## src/rtl/pc_flow_monitor.sv

```systemverilog
// pc_flow_monitor
//   Watches the stage0 fetch-PC register and the stage2 epoch-update strobes.
//   Every PC write is classified and queued as a record. Records drain over a
//   valid/ready stream. Alongside the queue the block:
//     - checks that each epoch bit toggles exactly when its strobe fired in
//       the previous cycle,
//     - keeps sticky overflow and epoch-error flags,
//     - keeps an update counter (wraps) and a drop counter (saturates).
//
// Ports
//   CLK, RST_N                    clock, async active-low reset
//   rg_pc_EN, rg_pc, rg_pc_D_IN   PC write enable, old PC, new PC
//   ma_flush_fl                   flush this cycle
//   rg_fence, rg_sfence           fence / sfence pending
//   rg_eEpoch, rg_wEpoch          stage0 epoch bits
//   EN_update_eEpoch/wEpoch       stage2 epoch-update strobes
//   clr_sticky                    clears overflow, epoch_err, drop_count
//   out_valid/out_ready           record stream handshake
//   out_kind, out_pc_old,
//   out_pc_new, out_epochs        record fields (zero while empty)
//   update_count, drop_count      statistics
//   overflow, epoch_err           sticky flags ({e, w} for epoch_err)

// Per-bit epoch consistency check. Remembers last cycle's bit and strobe
// and flags a bit that did not follow them. hist_vld masks the first cycle
// after reset, when the remembered values mean nothing.
module pc_epoch_chk (
  input  logic CLK,
  input  logic RST_N,
  input  logic hist_vld,
  input  logic ep,
  input  logic stb,
  output logic err
);
  logic prev_ep, prev_stb;

  always_ff @(posedge CLK or negedge RST_N) begin
    if (!RST_N) begin
      prev_ep  <= 1'b0;
      prev_stb <= 1'b0;
    end else begin
      prev_ep  <= ep;
      prev_stb <= stb;
    end
  end

  // A strobe flips the expected value; no strobe means it must hold.
  assign err = hist_vld & (ep != (prev_ep ^ prev_stb));
endmodule

module pc_flow_monitor #(
  parameter int XLEN  = 64,
  parameter int DEPTH = 8
) (
  input  logic            CLK,
  input  logic            RST_N,
  input  logic            rg_pc_EN,
  input  logic [XLEN-1:0] rg_pc,
  input  logic [XLEN-1:0] rg_pc_D_IN,
  input  logic            ma_flush_fl,
  input  logic            rg_fence,
  input  logic            rg_sfence,
  input  logic            rg_eEpoch,
  input  logic            rg_wEpoch,
  input  logic            EN_update_eEpoch,
  input  logic            EN_update_wEpoch,
  input  logic            clr_sticky,
  output logic            out_valid,
  input  logic            out_ready,
  output logic [2:0]      out_kind,
  output logic [XLEN-1:0] out_pc_old,
  output logic [XLEN-1:0] out_pc_new,
  output logic [1:0]      out_epochs,
  output logic [31:0]     update_count,
  output logic [15:0]     drop_count,
  output logic            overflow,
  output logic [1:0]      epoch_err
);
  localparam int AW       = $clog2(DEPTH);
  localparam int NUM_EPOCH = 2;

  localparam logic [2:0] K_SEQ4  = 3'd0;
  localparam logic [2:0] K_SEQ2  = 3'd1;
  localparam logic [2:0] K_FLUSH = 3'd2;
  localparam logic [2:0] K_FENCE = 3'd3;
  localparam logic [2:0] K_JUMP  = 3'd4;

  typedef struct packed {
    logic [2:0]      kind;
    logic [XLEN-1:0] pc_old;
    logic [XLEN-1:0] pc_new;
    logic [1:0]      epochs;
  } rec_t;

  // ---------------- classification ----------------
  logic [2:0] kind;
  always_comb begin
    kind = K_JUMP;
    if (ma_flush_fl)                              kind = K_FLUSH;
    else if (rg_fence | rg_sfence)                kind = K_FENCE;
    else if (rg_pc_D_IN == rg_pc + XLEN'(4))      kind = K_SEQ4;
    else if (rg_pc_D_IN == rg_pc + XLEN'(2))      kind = K_SEQ2;
  end

  rec_t wr_rec;
  assign wr_rec = '{kind: kind, pc_old: rg_pc, pc_new: rg_pc_D_IN,
                    epochs: {rg_eEpoch, rg_wEpoch}};

  // ---------------- record FIFO ----------------
  // Pointers carry one extra wrap bit: equal pointers mean empty, equal
  // index with differing wrap bit means full.
  rec_t          mem [DEPTH];
  logic [AW:0]   wptr, rptr;
  logic          empty, full, pop, wr_en, drop;

  assign empty = (wptr == rptr);
  assign full  = (wptr[AW] != rptr[AW]) && (wptr[AW-1:0] == rptr[AW-1:0]);
  assign pop   = ~empty & out_ready;
  // When full, a same-cycle pop frees the slot the push lands in.
  assign wr_en = rg_pc_EN & (~full | pop);
  assign drop  = rg_pc_EN & full & ~pop;

  always_ff @(posedge CLK) begin
    if (wr_en) mem[wptr[AW-1:0]] <= wr_rec;
  end

  always_ff @(posedge CLK or negedge RST_N) begin
    if (!RST_N) begin
      wptr <= '0;
      rptr <= '0;
    end else begin
      if (wr_en) wptr <= wptr + 1'b1;
      if (pop)   rptr <= rptr + 1'b1;
    end
  end

  // Head read straight from storage; forced to zero while empty so the
  // outputs are clean after reset without clearing the array.
  rec_t rd_rec;
  assign rd_rec     = mem[rptr[AW-1:0]];
  assign out_valid  = ~empty;
  assign out_kind   = empty ? '0 : rd_rec.kind;
  assign out_pc_old = empty ? '0 : rd_rec.pc_old;
  assign out_pc_new = empty ? '0 : rd_rec.pc_new;
  assign out_epochs = empty ? '0 : rd_rec.epochs;

  // ---------------- epoch checker ----------------
  logic                 hist_vld;
  logic [NUM_EPOCH-1:0] ep_val, ep_stb, ep_err;

  assign ep_val = {rg_eEpoch, rg_wEpoch};
  assign ep_stb = {EN_update_eEpoch, EN_update_wEpoch};

  always_ff @(posedge CLK or negedge RST_N) begin
    if (!RST_N) hist_vld <= 1'b0;
    else        hist_vld <= 1'b1;
  end

  for (genvar g = 0; g < NUM_EPOCH; g++) begin : g_ep
    pc_epoch_chk u_chk (
      .CLK      (CLK),
      .RST_N    (RST_N),
      .hist_vld (hist_vld),
      .ep       (ep_val[g]),
      .stb      (ep_stb[g]),
      .err      (ep_err[g])
    );
  end

  // ---------------- counters and sticky flags ----------------
  // Clear is applied first, so a same-cycle drop or error still lands.
  logic [15:0] drop_base;
  assign drop_base = clr_sticky ? 16'd0 : drop_count;

  always_ff @(posedge CLK or negedge RST_N) begin
    if (!RST_N) begin
      update_count <= '0;
      drop_count   <= '0;
      overflow     <= 1'b0;
      epoch_err    <= '0;
    end else begin
      if (rg_pc_EN) update_count <= update_count + 32'd1;
      if (drop && drop_base != 16'hFFFF) drop_count <= drop_base + 16'd1;
      else                               drop_count <= drop_base;
      overflow  <= (overflow & ~clr_sticky) | drop;
      epoch_err <= (epoch_err & ~{NUM_EPOCH{clr_sticky}}) | ep_err;
    end
  end
endmodule

```

## config.mk

```make
export PLATFORM = sky130hd
export DESIGN_NAME = pc_flow_monitor
export DESIGN_NICKNAME = d
export VERILOG_FILES = /design/src/rtl/pc_flow_monitor.sv
export SDC_FILE = /design/constraint.sdc
export NUM_CORES = 1
export LEC_CHECK = 0
export BUFFER_PORTS_ARGS = -buffer_cell sky130_fd_sc_hd__buf_4
export CAP_MARGIN = 15
export CORE_ASPECT_RATIO = 2
export CORE_UTILIZATION = 60
export CTS_CLUSTER_SIZE = 25
export DETAILED_ROUTE_END_ITERATION = 10
export PLACE_DENSITY = 0.88
export SLEW_MARGIN = 20
export SYNTH_ARGS = -nofsm -noshare
export SYNTH_HDL_FRONTEND = slang
export SYNTH_SLANG_ARGS = --single-unit
```

## constraint.sdc

```tcl
create_clock -name CLK -period 26.7 [get_ports CLK]
set_input_delay 2.67 -clock CLK [delete_from_list [all_inputs] [get_ports CLK]]
set_output_delay 2.67 -clock CLK [all_outputs]
set_load 0.05 [all_outputs]
```

==> results_dict.tcl <==
set metrics [dict create \
    die_area_um2 78800 \
    r2r-end "mem[5][30]$_DFFE_PP_" \
    min_path_type "reg -> reg" \
    worst-endpoint-required_ps 24030 \
    cts_setup_buffers 0 \
    skew_ps 29.1 \
    antenna_found_initial 8 \
    hold_violations 0 \
    finalCoreUtilization_pct 69.3 \
    critical_path_class "reg -> out" \
    reg2regPathDepth 6 \
    tns_ps 0 \
    post-route-period-util_pct 28.2 \
    cts_hold_buffers 0 \
    timing.critical_path.to_type "output port" \
    postSynth.asyncResetShare_pct 5.67 \
    die_h_um 396 \
    power.density_nw_per_um2 120 \
    post_syn_instances 2492 \
    post-synth-top-area-fraction_pct 68.6 \
    io_buffer_count 324 \
    total_nets_after_synthesis 2638 \
    vdd_ir_drop_max_uv 136 \
    timing.final.setup_violations 0 \
    synth.lib_cells_used.distinct 62 \
    finalCriticalPeriod_ps 7520 \
    seq_area_frac_synth_pct 72.0 \
    final.fill_count 4633 \
    clock.fmax_mhz 133 \
    timing_startpoint_of_the_critical_path "rptr[0]$_DFFE_PN0P_" \
    ys.warnings.count 0 \
    drc_violation_count_after_routing 0 \
    crit_path_end "out_pc_old[36]" \
    cts_tree "done" \
    syn-mean-instance-area_um2 18.7 \
    cts_inserted_buffers 93 \
    edff_count_synth 1064 \
    overall_via_count_from_detail_route 25700 \
    ctsRootBufferMaster "sky130_fd_sc_hd__clkbuf_16" \
    drt.antenna.violating_nets 0 \
    worst-r2r-setup-slack_ps 22150 \
    clk_latency_ps 690 \
    timing.critical_path.arrival_ps 4850 \
    timing.max_cap.violations 0 \
    worstPathMaxFanout 50 \
    synth_top_flop_cell "sky130_fd_sc_hd__edfxtp_1" \
    synth_area_leader_cell "sky130_fd_sc_hd__edfxtp_1" \
    avgRoutedWirePerCell_um 31.8 \
    dpl.hpwl_um 80700 \
    pleak_nw 17.9 \
    cts-htree-levels 3 \
    fp.coreArea_um2 76900 \
    finalMaxSlewViolations 0 \
    timing.hold.worst_path_depth 1 \
    cts_sinks 1128 \
    syn2layout_area_growth_pct 14.6 \
    grt_pass1_wl_um 181000 \
    avgViaCountPerCell 6.51 \
    total_wire_length_um 125000 \
    fin_nets 2980 \
    startpoint_type "register" \
    yosys_register_bits 1128 \
    outcome "finished, final reports clean" \
    initial_core_util_pct 60.5 \
    timing.hold.ws_ps 478 \
    ios 325 \
    gpl.final_weighted_congestion 0.977 \
    post-place-ws_ps 19800 \
    number_of_global_route_vias_before_repair 26500 \
    maximum_number_of_pins_on_one_net_before_global_route_repair 134 \
    crit-reg2reg-launch "rptr[0]$_DFFE_PN0P_" \
    mappedNetlistArea_um2 46600 \
    layout_setup_ws_ps 19180 \
    cts_repair_resize_count 0 \
    chipWidth_um 199 \
    netlist_top_cells_area "sky130_fd_sc_hd__edfxtp_1, sky130_fd_sc_hd__mux4_2, sky130_fd_sc_hd__dfrtp_1" \
    worst-slew-pin-transition_ps 1400 \
    detail_route.first_pass.iterations 5 \
    rsz0062_at_grt "no" \
    gr-total-overflow 0 \
    drt_iter0_drc 2215 \
    cts_buffer_depth 3 \
    max-slew-margin-rel_pct 6.94 \
    groute.usage.overall_pct 32.8 \
    drive_above_1_share_pct 27.4 \
    floorplan.rows 144 \
    clkTransAtPathRegs_ps 70 \
]
[layout make-up]
type	count	area (um2)	area share [%]
flip-flops and latches	1128	33600	62.9
multi-input cells	1243	12600	23.7
repair buffers	357	2720	5.09
clock buffers	111	2460	4.61
well taps	1022	1280	2.40
clock inverters	63	634	1.19
inverters	11	41.3	0.0774
diodes	8	20.0	0.0375
[how the worst min path moves through the flow]
stage	startpoint	end	slack [ps]
3_5_place_dp	update_count[31]$_DFFE_PN0P_	update_count[31]$_DFFE_PN0P_	460
3_3_place_gp	update_count[31]$_DFFE_PN0P_	update_count[31]$_DFFE_PN0P_	470
6_report	update_count[31]$_DFFE_PN0P_	update_count[31]$_DFFE_PN0P_	480
4_1_cts	update_count[31]$_DFFE_PN0P_	update_count[31]$_DFFE_PN0P_	480
2_1_floorplan	wptr[3]$_DFFE_PN0P_	wptr[3]$_DFFE_PN0P_	460
5_1_grt	update_count[31]$_DFFE_PN0P_	update_count[31]$_DFFE_PN0P_	510
[cell usage in the layout (no fill, tap or decap), types with 5 or more instances in the layout]
cell type and instances:
sky130_fd_sc_hd__and2_1 5, sky130_fd_sc_hd__buf_4 354, sky130_fd_sc_hd__nand2b_1 6, sky130_fd_sc_hd__xnor2_1 118, sky130_fd_sc_hd__nand2_1 62, sky130_fd_sc_hd__inv_6 8
sky130_fd_sc_hd__nor2_1 186, sky130_fd_sc_hd__bufinv_16 11, sky130_fd_sc_hd__clkinv_2 17, sky130_fd_sc_hd__clkbuf_1 15, sky130_fd_sc_hd__clkbuf_16 96, sky130_fd_sc_hd__o21ai_0 9
sky130_fd_sc_hd__nor4_1 35, sky130_fd_sc_hd__mux2i_1 136, sky130_fd_sc_hd__clkinv_1 18, sky130_fd_sc_hd__and3_1 15, sky130_fd_sc_hd__or3_1 17, sky130_fd_sc_hd__nor4_2 5
sky130_fd_sc_hd__and4_1 14, sky130_fd_sc_hd__nor2_4 6, sky130_fd_sc_hd__nor3_1 31, sky130_fd_sc_hd__nor2b_1 9, sky130_fd_sc_hd__a21oi_1 23, sky130_fd_sc_hd__dfrtp_1 61
sky130_fd_sc_hd__inv_1 11, sky130_fd_sc_hd__ha_1 6, sky130_fd_sc_hd__edfxtp_1 1064, sky130_fd_sc_hd__nand4_1 68, sky130_fd_sc_hd__diode_2 8, sky130_fd_sc_hd__a31oi_1 12
sky130_fd_sc_hd__a211oi_1 7, sky130_fd_sc_hd__xor2_1 80, sky130_fd_sc_hd__or4_1 7, sky130_fd_sc_hd__mux4_2 266, sky130_fd_sc_hd__nor3_2 5, sky130_fd_sc_hd__nand3_1 61
[worst max-delay path, cell delays in order (launching register included)]
cell and delay [ps]:
sky130_fd_sc_hd__dfrtp_4 1070, sky130_fd_sc_hd__buf_4 880, sky130_fd_sc_hd__buf_4 890, sky130_fd_sc_hd__mux4_2 660
sky130_fd_sc_hd__mux2i_1 240, sky130_fd_sc_hd__nor2_1 100, sky130_fd_sc_hd__buf_4 240
[registers in the layout (all words and copies together) (netlist names)]
register	flops
wptr	4
mem	1064
g_ep.u_chk.prev_ep	2
update_count	32
drop_count	16
hist_vld	1
g_ep.u_chk.prev_stb	2
overflow	1
rptr	4
epoch_err	2
[power by group]
| part | leakage [nW] | switching [mW] | total, mW | internal, mW |
|---|---|---|---|---|
| registers | 10.5 | 0.113 | 2.33 | 2.21 |
| logic | 5.87 | 1.76 | 2.66 | 0.896 |
| clock network | 1.51 | 0.623 | 1.39 | 0.770 |
[logic make-up (layout without fill, tap and decap cells)]
group	after synthesis	in the layout	synth area share, %
other	1	9	0.00805
XOR/XNOR	198	198	3.72
AND/OR/NAND/NOR	556	556	6.11
flip-flops	1128	1128	72.0
buffers and inverters	121	542	1.02
multiplexers	406	406	15.9
adder cells (fa/ha/maj)	6	6	0.161
AO/OA/AOI/OAI	76	76	1.05
[synthesized netlist by cell type, types with 17 or more instances]
| master | count |
|---|---|
| sky130_fd_sc_hd__nor3_1 | 34 |
| sky130_fd_sc_hd__xor2_1 | 80 |
| sky130_fd_sc_hd__xnor2_1 | 118 |
| sky130_fd_sc_hd__nand2_1 | 62 |
| sky130_fd_sc_hd__a21oi_1 | 23 |
| sky130_fd_sc_hd__mux4_2 | 266 |
| sky130_fd_sc_hd__nand3_1 | 61 |
| sky130_fd_sc_hd__or3_1 | 17 |
| sky130_fd_sc_hd__clkbuf_1 | 67 |
| sky130_fd_sc_hd__mux2i_1 | 136 |
| sky130_fd_sc_hd__dfrtp_1 | 64 |
| sky130_fd_sc_hd__edfxtp_1 | 1064 |
| sky130_fd_sc_hd__nand4_1 | 68 |
| sky130_fd_sc_hd__buf_1 | 35 |
| sky130_fd_sc_hd__nor2_1 | 192 |
| sky130_fd_sc_hd__nor4_1 | 39 |
[through the flow]
step / area (um2) / cells / power, mW
after floorplan: 46600 / 2492 / 4.22
after global placement: 50200 / 3761 / 4.97
after detailed placement: 50200 / 3761 / 5.03
after CTS: 53300 / 3935 / 6.42
after global routing: 53300 / 3938 / 6.58
final: 53300 / 3943 / 6.38
[routing by layer]
metal  GRT usage [%]  routed length (um)
met5               0                  38
met4            19.3                8120
met3            5.83                9830
met2            57.2               66400
met1            37.4               41100
No activity file was read; power rests on OpenSTA's default activity.
